===== src/rtl/movement_pkg.sv =====
// Shared motor codes and state encoding for the movement sequencer.
package movement_pkg;

    localparam logic [1:0] MOTOR_OFF = 2'b00;
    localparam logic [1:0] MOTOR_FWD = 2'b01;
    localparam logic [1:0] MOTOR_REV = 2'b10;

    typedef enum logic [2:0] {
        ST_IDLE    = 3'd0,
        ST_FORWARD = 3'd1,
        ST_BRAKE   = 3'd2,
        ST_REVERSE = 3'd3,
        ST_TURN    = 3'd4
    } state_t;

endpackage


===== src/rtl/sync_edge_detect.sv =====
// Two-flop synchroniser for an asynchronous level, plus a rising-edge pulse
// taken from one extra history flop behind the synchronised level.
module sync_edge_detect (
    input  logic clock,
    input  logic reset,
    input  logic async_in,
    output logic level,
    output logic rise
);

    logic meta_q;
    logic sync_q;
    logic hist_q;

    always_ff @(posedge clock or negedge reset) begin
        if (!reset) begin
            meta_q <= 1'b0;
            sync_q <= 1'b0;
            hist_q <= 1'b0;
        end else begin
            meta_q <= async_in;
            sync_q <= meta_q;
            hist_q <= sync_q;
        end
    end

    assign level = sync_q;
    assign rise  = sync_q & ~hist_q;

endmodule


===== src/rtl/movement_sequencer.sv =====
// Obstacle-avoidance sequencer: forward / brake / reverse / turn phases timed
// in synchronised slow ticks, with a saturating count of obstacle hits.
module movement_sequencer
    import movement_pkg::*;
#(
    parameter int unsigned BRAKE_TICKS = 2,
    parameter int unsigned REV_TICKS   = 4,
    parameter int unsigned TURN_TICKS  = 3,
    parameter int unsigned CNT_W       = 4
) (
    input  logic       clock,
    input  logic       reset,
    input  logic       slow_tick,
    input  logic       obstacle,
    input  logic       start,
    input  logic       stop,
    output logic [1:0] motor_left,
    output logic [1:0] motor_right,
    output logic [2:0] state,
    output logic       busy,
    output logic [7:0] obstacle_count
);

    localparam logic [CNT_W-1:0] BRAKE_LAST = CNT_W'(BRAKE_TICKS - 1);
    localparam logic [CNT_W-1:0] REV_LAST   = CNT_W'(REV_TICKS - 1);
    localparam logic [CNT_W-1:0] TURN_LAST  = CNT_W'(TURN_TICKS - 1);

    state_t            state_q, state_d;
    logic [CNT_W-1:0]  cnt_q, cnt_d;
    logic              tick_pulse;
    logic              tick_level_unused;
    logic              obs_level;
    logic              obs_rise_unused;
    logic              count_inc;

    sync_edge_detect u_tick_sync (
        .clock    (clock),
        .reset    (reset),
        .async_in (slow_tick),
        .level    (tick_level_unused),
        .rise     (tick_pulse)
    );

    sync_edge_detect u_obs_sync (
        .clock    (clock),
        .reset    (reset),
        .async_in (obstacle),
        .level    (obs_level),
        .rise     (obs_rise_unused)
    );

    always_comb begin
        state_d = state_q;
        case (state_q)
            ST_IDLE:    if (start) state_d = ST_FORWARD;
            ST_FORWARD: if (obs_level) state_d = ST_BRAKE;
            ST_BRAKE:   if (tick_pulse && cnt_q == BRAKE_LAST) state_d = ST_REVERSE;
            ST_REVERSE: if (tick_pulse && cnt_q == REV_LAST) state_d = ST_TURN;
            ST_TURN:    if (tick_pulse && cnt_q == TURN_LAST) state_d = ST_FORWARD;
            default:    state_d = ST_IDLE;
        endcase
        if (stop) state_d = ST_IDLE;

        // Counter restarts on any state change so each phase sees a fresh count.
        cnt_d = cnt_q;
        if (stop || state_d != state_q) cnt_d = '0;
        else if (tick_pulse)            cnt_d = cnt_q + 1'b1;

        count_inc = (state_q == ST_FORWARD) && (state_d == ST_BRAKE);
    end

    always_ff @(posedge clock or negedge reset) begin
        if (!reset) begin
            state_q        <= ST_IDLE;
            cnt_q          <= '0;
            obstacle_count <= '0;
        end else begin
            state_q <= state_d;
            cnt_q   <= cnt_d;
            if (count_inc && obstacle_count != '1) obstacle_count <= obstacle_count + 8'd1;
        end
    end

    always_comb begin
        motor_left  = MOTOR_OFF;
        motor_right = MOTOR_OFF;
        case (state_q)
            ST_FORWARD: begin motor_left = MOTOR_FWD; motor_right = MOTOR_FWD; end
            ST_REVERSE: begin motor_left = MOTOR_REV; motor_right = MOTOR_REV; end
            ST_TURN:    begin motor_left = MOTOR_FWD; motor_right = MOTOR_REV; end
            default:    ;
        endcase
    end

    assign state = state_q;
    assign busy  = (state_q != ST_IDLE);

endmodule


===== config.mk =====
export PLATFORM = sky130hd
export DESIGN_NAME = movement_sequencer
export DESIGN_NICKNAME = d
export VERILOG_FILES = /design/src/rtl/movement_pkg.sv /design/src/rtl/sync_edge_detect.sv /design/src/rtl/movement_sequencer.sv
export SDC_FILE = /design/constraint.sdc
export NUM_CORES = 1
export LEC_CHECK = 0
export BUFFER_PORTS_ARGS = -buffer_cell sky130_fd_sc_hd__buf_2
export CAP_MARGIN = 10
export CORE_MARGIN = 10
export CORE_UTILIZATION = 45
export DETAILED_ROUTE_END_ITERATION = 12
export PLACE_DENSITY = 0.68
export SLEW_MARGIN = 10
export SYNTH_ARGS = -nofsm -noshare
export SYNTH_HDL_FRONTEND = slang
export SYNTH_SLANG_ARGS = --single-unit

===== constraint.sdc =====
create_clock -name clock -period 3.6 [get_ports clock]
set_input_delay 0.18 -clock clock [delete_from_list [all_inputs] [get_ports clock]]
set_output_delay 0.18 -clock clock [all_outputs]
set_load 0.02 [all_outputs]

Word level (Yosys, flattened, before mapping). Index checks and enable logic that the tools add are counted.

Register bits after elaboration: 20. Input port bits: 6. Output and inout port bits: 16. Word-level logic and storage cells: 44.

Multiplexer cells: 11. Equality and inequality tests: 10. Bitwise gates (word level): 2. Add/sub/neg operators: 2. Reductions and logical operators: 11.

Operators by type and width (number): $mux W3 (6); $pmux W3 S5 (1); $eq A3 B2 Y1 const B (3); $add A8 B1 Y8 const B (1); $eq A4 B2 Y1 const B (2); $mux W4 (2); $ne A8 B8 Y1 const B (1); $pmux W2 S2 (2); $logic_and A1 B1 Y1 (5); $add A4 B1 Y4 const B (1); $eq A4 B1 Y1 const B (1); $reduce_or A2 Y1 (2); $eq A3 B1 Y1 const B (1); $eq A3 B3 Y1 const B (1); $logic_not A3 Y1 (1); $ne A3 B3 Y1 (1); $reduce_bool A3 Y1 (1); $reduce_bool A2 Y1 (1); $and A1 B1 Y1 (1); $logic_or A1 B1 Y1 (1); $not A1 Y1 (1).

Depth between registers and ports, before layout. Gate-level depths: netlist of run 1.

Depth after elaboration: 9. Mapped depth: 7. Mapped depth without buffers: 7.

Hierarchy. A second synthesis of run 1 with hierarchy kept.

Cell total of the unflattened synthesis: 105. Area total of the unflattened synthesis: 1141.1 µm².

By module, submodules not included: movement_sequencer (instances 1, area each 963.4 µm², cells an instance 97, seq. area each 375.4 µm²); sync_edge_detect (instances 2, area each 88.8 µm², cells an instance 4, seq. area each 75.1 µm²).

Worst setup path after synthesis of run 1. No wires, ideal clock.

Path kind: register to register. Start point: reg state_q[0] (netlist: state[0]). End point: reg obstacle_count[1]. Arrival time: 1622 ps. Path slack: 1853 ps. Stages on the path, launching flop included: 6. Setup time: 125 ps. Clock period less this slack: 1747 ps. Buffers on the path: 1. Cell sequence: dfrtp_1 > buf_6 > nor3b_4 > o21ai_2 > nor3_2 > mux2_4.

Longest elaborated chain between the ends: 6.

Ends and longest elaborated chain: from (decl) (line movement_sequencer.sv:28) `state_t state_q, state_d;`; from (signal assigned) (line movement_sequencer.sv:78) `state_q <= state_d;`; $eq A3 B3 Y1, or another cell as far along (line movement_sequencer.sv:54) `case (state_q)`; $pmux W3 S5 (line movement_sequencer.sv:54); $mux W3 (line movement_sequencer.sv:62) `if (stop) state_d = ST_IDLE;`; $eq A3 B2 Y1 (line movement_sequencer.sv:69) `count_inc = (state_q == ST_FORWARD) && (state_d == ST_BRAKE);`; $logic_and A1 B1 Y1 * (line movement_sequencer.sv:69); $logic_and A1 B1 Y1 * (line movement_sequencer.sv:80) `if (count_inc && obstacle_count != '1) obstacle_count <= obstacle_count + 8'd1;`; to (signal assigned) (line movement_sequencer.sv:80); to (decl) (line movement_sequencer.sv:21) `output logic [7:0] obstacle_count`.

Every way passes the cells marked *; elsewhere a longest branch is shown, timed or not. A chain may end at the register's enable or synchronous reset.

Final worst setup path of run 1.
Start point: reg state_q[1] (netlist: state[1]). End point: out motor_right[1].

Longest elaborated chain between the ends: 3.

Ends and longest elaborated chain: $eq A3 B3 Y1 or $eq A3 B2 Y1 (tied branches) (line movement_sequencer.sv:87) `case (state_q)`; $reduce_or A2 Y1 (no source line); $pmux W2 S2 * (line movement_sequencer.sv:87); to (decl) (line movement_sequencer.sv:18) `output logic [1:0] motor_right,`.

Marked as above.

==> impl_results.md, run 1 <==
- Final net count: roughly 130
- Most common cell in the synthesized netlist: dfrtp_1
- Post-synth EDFFs: 0
- Initial antenna violation count: 0
- Vias: 754
- Yosys warns: 0
- Wire per inst: 13.23 um
- VDD IR max: 0.0002888 V
- Mapped Area: 1079 um2
- Fin util: 55.83%
- RR Endpoint: obstacle_count[1]$_DFFE_PN0P_
- Pleak: ~0.0006 uW
- Vias in the first global route: 746
- Syn_area_per_cell: around 12 um2
- Die W: around 70 um
- Die height: 68.96 um
- Hold slack: slightly above 0.07 ns
- Post-Synthesis Cells: 93
- Total GRT Usage: 8.844%
- Worst min path class: in -> reg
- DPL Wire Length: 1.471 mm
- Distinct cells, synth: 35
- Setup Viol. Count Final: 0
- Slew margin rel.: 70.91%
- Overflow after GRT: 0
- Final period util: a little under half
- WS Path Type: reg -> out
- Final WS setup: 1.892 ns
- CP required: 3.42 ns
- Hold path startpoint: stop
- CP top delay family: flip-flops
- Cell taking the most area after synthesis: dfrtp_1
- # IOs: 22
- Outcome: finished, final reports clean
- Reg-to-Reg Start: state[2]$_DFF_PN0_
- Post-CTS sizing: 0
- Fin crit period: 1.708 ns
- Sequential area share after synthesis: 46.40%
- Crit. End Element: primary output
- Clk sinks: 20
- Dominant synthesized flop cell: dfrtp_1
- Initial Utilization: 47.84%
- Hold violation count in the final report: 0
- Crit path largest cell delay: 0.63 ns
- CP arrival: 1.53 ns
- #FFs+latches synth: 20
- Worst-path clk slew: 0.11 ns
- I/O Buffers: 21
- H-tree depth: 1
- Core box area: around 2300 um2
- WL final: approximately 1.9 mm
- Max-cap viol count: 0
- Layout cells sized above 1: 32.20%
- Pre-CTS setup slack: 1.917 ns
- Worst Tran Pin Value: ~0.44 ns
- Total power: 496.2 uW
- Number of buffers created by CTS: 3
- RePlAce Congestion: 0.7028
- F_max: 0.5854 GHz
- CP Cell Sequence: nand2_1 > nor2_1 > a21o_1 > buf_2
- Crit path buf inv count: 1
- Area contributors post-synth: dfrtp_1 46%, xnor2_1 4.9%, ha_1 4.6%, xor2_1 4.1%, nor2_1 3.8%
- Clock Skews: 0.01029 ns
- Worst r2r path cells: 4
- Max clock buf depth: 2
- DRT antenna net count: 0
- Synth top area share: a little under half
- Drt via density: 5.164
- Drt drc: 0
- First-pass GRT wire length: 3.325 mm
- DR iter-0 viols: 31
- ANT cells: 0
- Setup TNS: 0 ns
- 1st-pass router iterations: 4
- Area Growth Syn to Fin: 16.71%
- Clk root buf: clkbuf_4
- Row cnt: 17
- Worst Hold Depth: 2
- Slowest cell on the critical path: dfrtp_1
- Asr flop ratio synth: 100.0%
- CTS tree: yes
- Clk_lat worst skew: 0.30 ns
- Slew Viols, Final: 0
- Largest net degree at the start of global routing: 21
- Mapped Nets: between 100 and 150
- CP startpoint kind: flip-flop
- Synth top cells by count: 20 x dfrtp_1, 11 x nor2_1, 6 x nand2_1, 6 x xnor2_1
- Total Die Area: 4755 um2
- PD cells: 394.2 nW/um2
- Reg-to-reg slack, setup: 1.91 ns
- CP Max Fanout: 12
- Unrepaired setup endpoints after global routing: false
- Hold EP: state[2]$_DFF_PN0_
==> where the power goes <==
group	switching [uW]	total, uW	leakage [uW]	internal (uW)
Clock	67.1	129	0.0000210	61.7
Combinational	59.2	104	0.000324	44.3
Sequential	22.7	264	0.000263	241
==> sequential cells by signal, indices dropped and copies added, names as in the netlist <==
register and cells:
u_tick_sync.meta_q 1, u_tick_sync.hist_q 1, u_obs_sync.meta_q 1, obstacle_count 8, u_tick_sync.level 1, cnt_q 4
u_obs_sync.level 1, state 3
==> layout by cell type, fill, tap and decap left out, types with 2 or more instances in the layout <==
cell	instances
dfrtp_1	20
buf_2	21
nor2b_1	2
a32oi_1	2
xnor2_1	6
xor2_1	5
inv_1	3
nand2_1	6
nor2_1	11
clkbuf_4	3
nand3b_1	2
dlygate4sd3_1	3
ha_1	4
nand2b_1	2
nand4_1	2
nand3_1	5
==> worst max path at each step <==
stage | endpoint | cells after the start | slack, ns | from
2_1_floorplan | obstacle_count[1]$_DFFE_PN0P_ | 5 | 1.85 | state[0]$_DFF_PN0_
3_3_place_gp | obstacle_count[1]$_DFFE_PN0P_ | 4 | 1.94 | state[2]$_DFF_PN0_
3_5_place_dp | obstacle_count[1]$_DFFE_PN0P_ | 4 | 1.92 | state[2]$_DFF_PN0_
4_1_cts | motor_right[1] | 4 | 1.88 | state[1]$_DFF_PN0_
5_1_grt | motor_right[1] | 4 | 1.75 | state[1]$_DFF_PN0_
6_report | motor_right[1] | 4 | 1.89 | state[1]$_DFF_PN0_
==> kinds of logic after synthesis <==
kind of cell               count (synthesis)  synth area share (%)
muxes                                      2                 2.320
AOI/OAI and AO/OA                         11                 9.862
xor gates and xnor gates                  11                 8.932
and+or+nand+nor                           39                 24.36
buffers and inverters                      6                 3.480
adders and majority gates                  4                 4.641
DFF                                       20                 46.40
==> metal layers <==
| layer | part of all wire, % | vias to the layer above | global-route usage, % |
|---|---|---|---|
| met3 | 6.4 | 5 | 1.449 |
| met1 | 48 | 356 | 12.43 |
| met4 | 1.7 | 0 | 4.433 |
| met2 | 44 | 17 | 12.67 |
| met5 | 0 | - | 0 |
| li1 | - | 376 | - |
==> cell type report <==
cell class | count | area (um2)
fill | 218 | 996.0
multi-input combinational | 67 | 540.5
sequential | 20 | 500.5
timing repair buffer | 24 | 135.1
clock buffer | 4 | 36.28
tap | 28 | 35.03
inverter | 3 | 11.26
==> stage by stage <==
step                cells  instance area [um2]
finish                146                 1259
global placement      139                 1192
CTS                   146                 1259
detailed placement    139                 1192
global route          146                 1259
floorplan              93                 1079
==> what timing repair did <==
| item | in CTS | in global routing |
|---|---|---|
| setup buffers | 0 | 0 |
| hold endpoints to repair | 22 | 0 |
| hold buffers | 3 | 0 |
No activity file was read; power rests on OpenSTA's default activity.
==> inputs of run 2 (changes only) <==
Clock period 3.6 ns to 1.6 ns, I/O delays scaled along.
==> run 2 against run 1 <==
Sequential power up 120%; non-clock buffer count is 17 higher; core utilization increased by 8.4 points; clock-buffer cell count unchanged; power up 130%; largest cell class unchanged; largest power group unchanged; highest routed layer is now met3.
==> impl_results.md, run 2 (synthesis results as in run 1) <==
- PD cells: 793.5 nW/um2
- Hold slack: around 0.24 ns
- Layout cells sized above 1: 45.93%
- Pleak: 0.0006895 uW
- Die W: about 69 um
- WS Path Type: reg -> reg
- Fin util: 64.21%
- ANT cells: 0
- CP Max Fanout: 4
- Wire per inst: 13.83 um
- Clk sinks: 20
- H-tree depth: 1
- Slew Viols, Final: 0
- Setup Viol. Count Final: 0
- Worst Tran Pin Value: 0.4424 ns
- Finished Layout Cells: 163
- Drt via density: 5.135
- Number of flip-flops in the largest register: 8
- Vias in the first global route: 864
- Worst min path class: in -> async
- # IOs: 22
- Clk_lat worst skew: around 0.3 ns
- First-pass GRT wire length: 3.870 mm
- VDD IR max: 0.0006661 V
- CP required: 1.77 ns
- CP Cell Sequence: nor4b_4 > buf_4 > a32oi_2 > a32oi_2 > nor2_1
- Row cnt: 17
- Slew margin rel.: 70.51%
- Crit. End Element: flip-flop
- Setup TNS: 0 ns
- Crit path largest cell delay: 0.43 ns
- F_max: 0.6456 GHz
- I/O Buffers: 21
- 1st-pass router iterations: 4
- DR iter-0 viols: 13
- Die height: 68.96 um
- CTS tree: yes
- Placed cell count: 149
- Fin crit period: 1.549 ns
- Final net count: 146
- Total GRT Usage: approximately a tenth
- Core box area: 2255 um2
- DRT antenna net count: 0
- Total Die Area: 4755 um2
- Clk root buf: clkbuf_4
- CP top delay family: flip-flops
- Worst r2r path cells: 5
- Initial antenna violation count: 0
- Vias: 837
- Max-cap viol count: 0
- Number of buffers created by CTS: 3
- WL met3: ~170 um
- Slowest cell on the critical path: dfrtp_1
- DPL Wire Length: 1.682 mm
- Total power: roughly 1100 uW
- Worst-path clk slew: 0.11 ns
- Biggest register: obstacle_count
- Overflow after GRT: 0
- Hold violation count in the final report: 0
- CP startpoint kind: flip-flop
- Metal2 WL: 1.147 mm
- WL final: 2.254 mm
- M1 WL: 936 um
- Top layer in use: met3
- CP arrival: 1.72 ns
- Clock Skews: around 0.012 ns
- RePlAce Congestion: 0.8106
- Area Growth Syn to Fin: 34.22%
- Drt drc: 0
- Critical Path Stages: 5
- Most frequent cells in the layout: 21 x buf_2, 17 x dfrtp_1, 14 x buf_4, 9 x nor2_1
- Most common cell after layout, fill and taps aside: buf_2
- CP most frequent cell: a32oi_2
- Largest net degree at the start of global routing: 21
- Crit path buf inv count: 1
- Final period util: approximately 97%
- Max clock buf depth: 2
- Initial Utilization: approximately 48%
- Unrepaired setup endpoints after global routing: true
- Outcome: finished, final reports clean
## run 2: cell count changes in the layout (fill, tap and decap cells not counted), moves of 2 or more
cell / change
buf_4: +14
dfrtp_2: +3
nor2_1: -2
dfrtp_1: -3
nor2_2: +2
## run 2: where the power goes
group          switching [uW]  internal (uW)
Clock                     144           97.0
Combinational             176            159
Sequential               28.9            543
Total                     349            799
## run 2: metal layers
metal,global-route usage [%],vias up
li1,-,410
met1,10.88,406
met2,18.84,21
met3,3.543,0
met4,2.956,0
met5,0,-
## run 2: cell type report
class | count | area [um2]
Timing Repair Buffer | 41 | 281.5
Inverter | 3 | 11.26
Multi-Input combinational cell | 67 | 589.3
Clock buffer | 4 | 26.28
Tap cell | 28 | 35.03
Fill cell | 181 | 807.0
Sequential cell | 20 | 504.2
## run 2: path summary, 6_finish.rpt
path,startpoint,endpoint,slack (ns)
min in group clock,u_obs_sync.meta_q$_DFF_PN0_,u_obs_sync.level$_DFF_PN0_,0.36
worst min-delay path,reset,obstacle_count[4]$_DFFE_PN0P_,0.24
worst max register to register,u_tick_sync.hist_q$_DFF_PN0_,cnt_q[2]$_DFFE_PN0P_,0.05
worst min register to register,u_obs_sync.meta_q$_DFF_PN0_,u_obs_sync.level$_DFF_PN0_,0.36
worst max-delay path,u_tick_sync.hist_q$_DFF_PN0_,cnt_q[2]$_DFFE_PN0P_,0.05
max in group asynchronous,reset,state[1]$_DFF_PN0_,1.03
## run 2: stage by stage
step	setup WS [ns]	area (um2)
2_1_floorplan	-0.09062	1080
3_3_place_gp	0.01933	1269
3_5_place_dp	0.009473	1269
4_1_cts	0.008916	1350
5_1_grt	-0.06622	1448
6_report	0.05112	1448
## run 2: worst register-to-register path, cell delays in order, from the launching register on
cell and delay [ns]:
dfrtp_1 0.43, nor4b_4 0.30, buf_4 0.18, a32oi_2 0.12, a32oi_2 0.31, nor2_1 0.08
## run 2: repair_timing
action | 4_1_cts | 5_1_grt
hold buffers | 4 | 0
pin swaps | 1 | 10
hold endpoints to repair | 24 | 0
cloned | 0 | 0
setup endpoints to repair | 5 | 12
resized for setup | 3 | 9
buffers inserted | 0 | 6
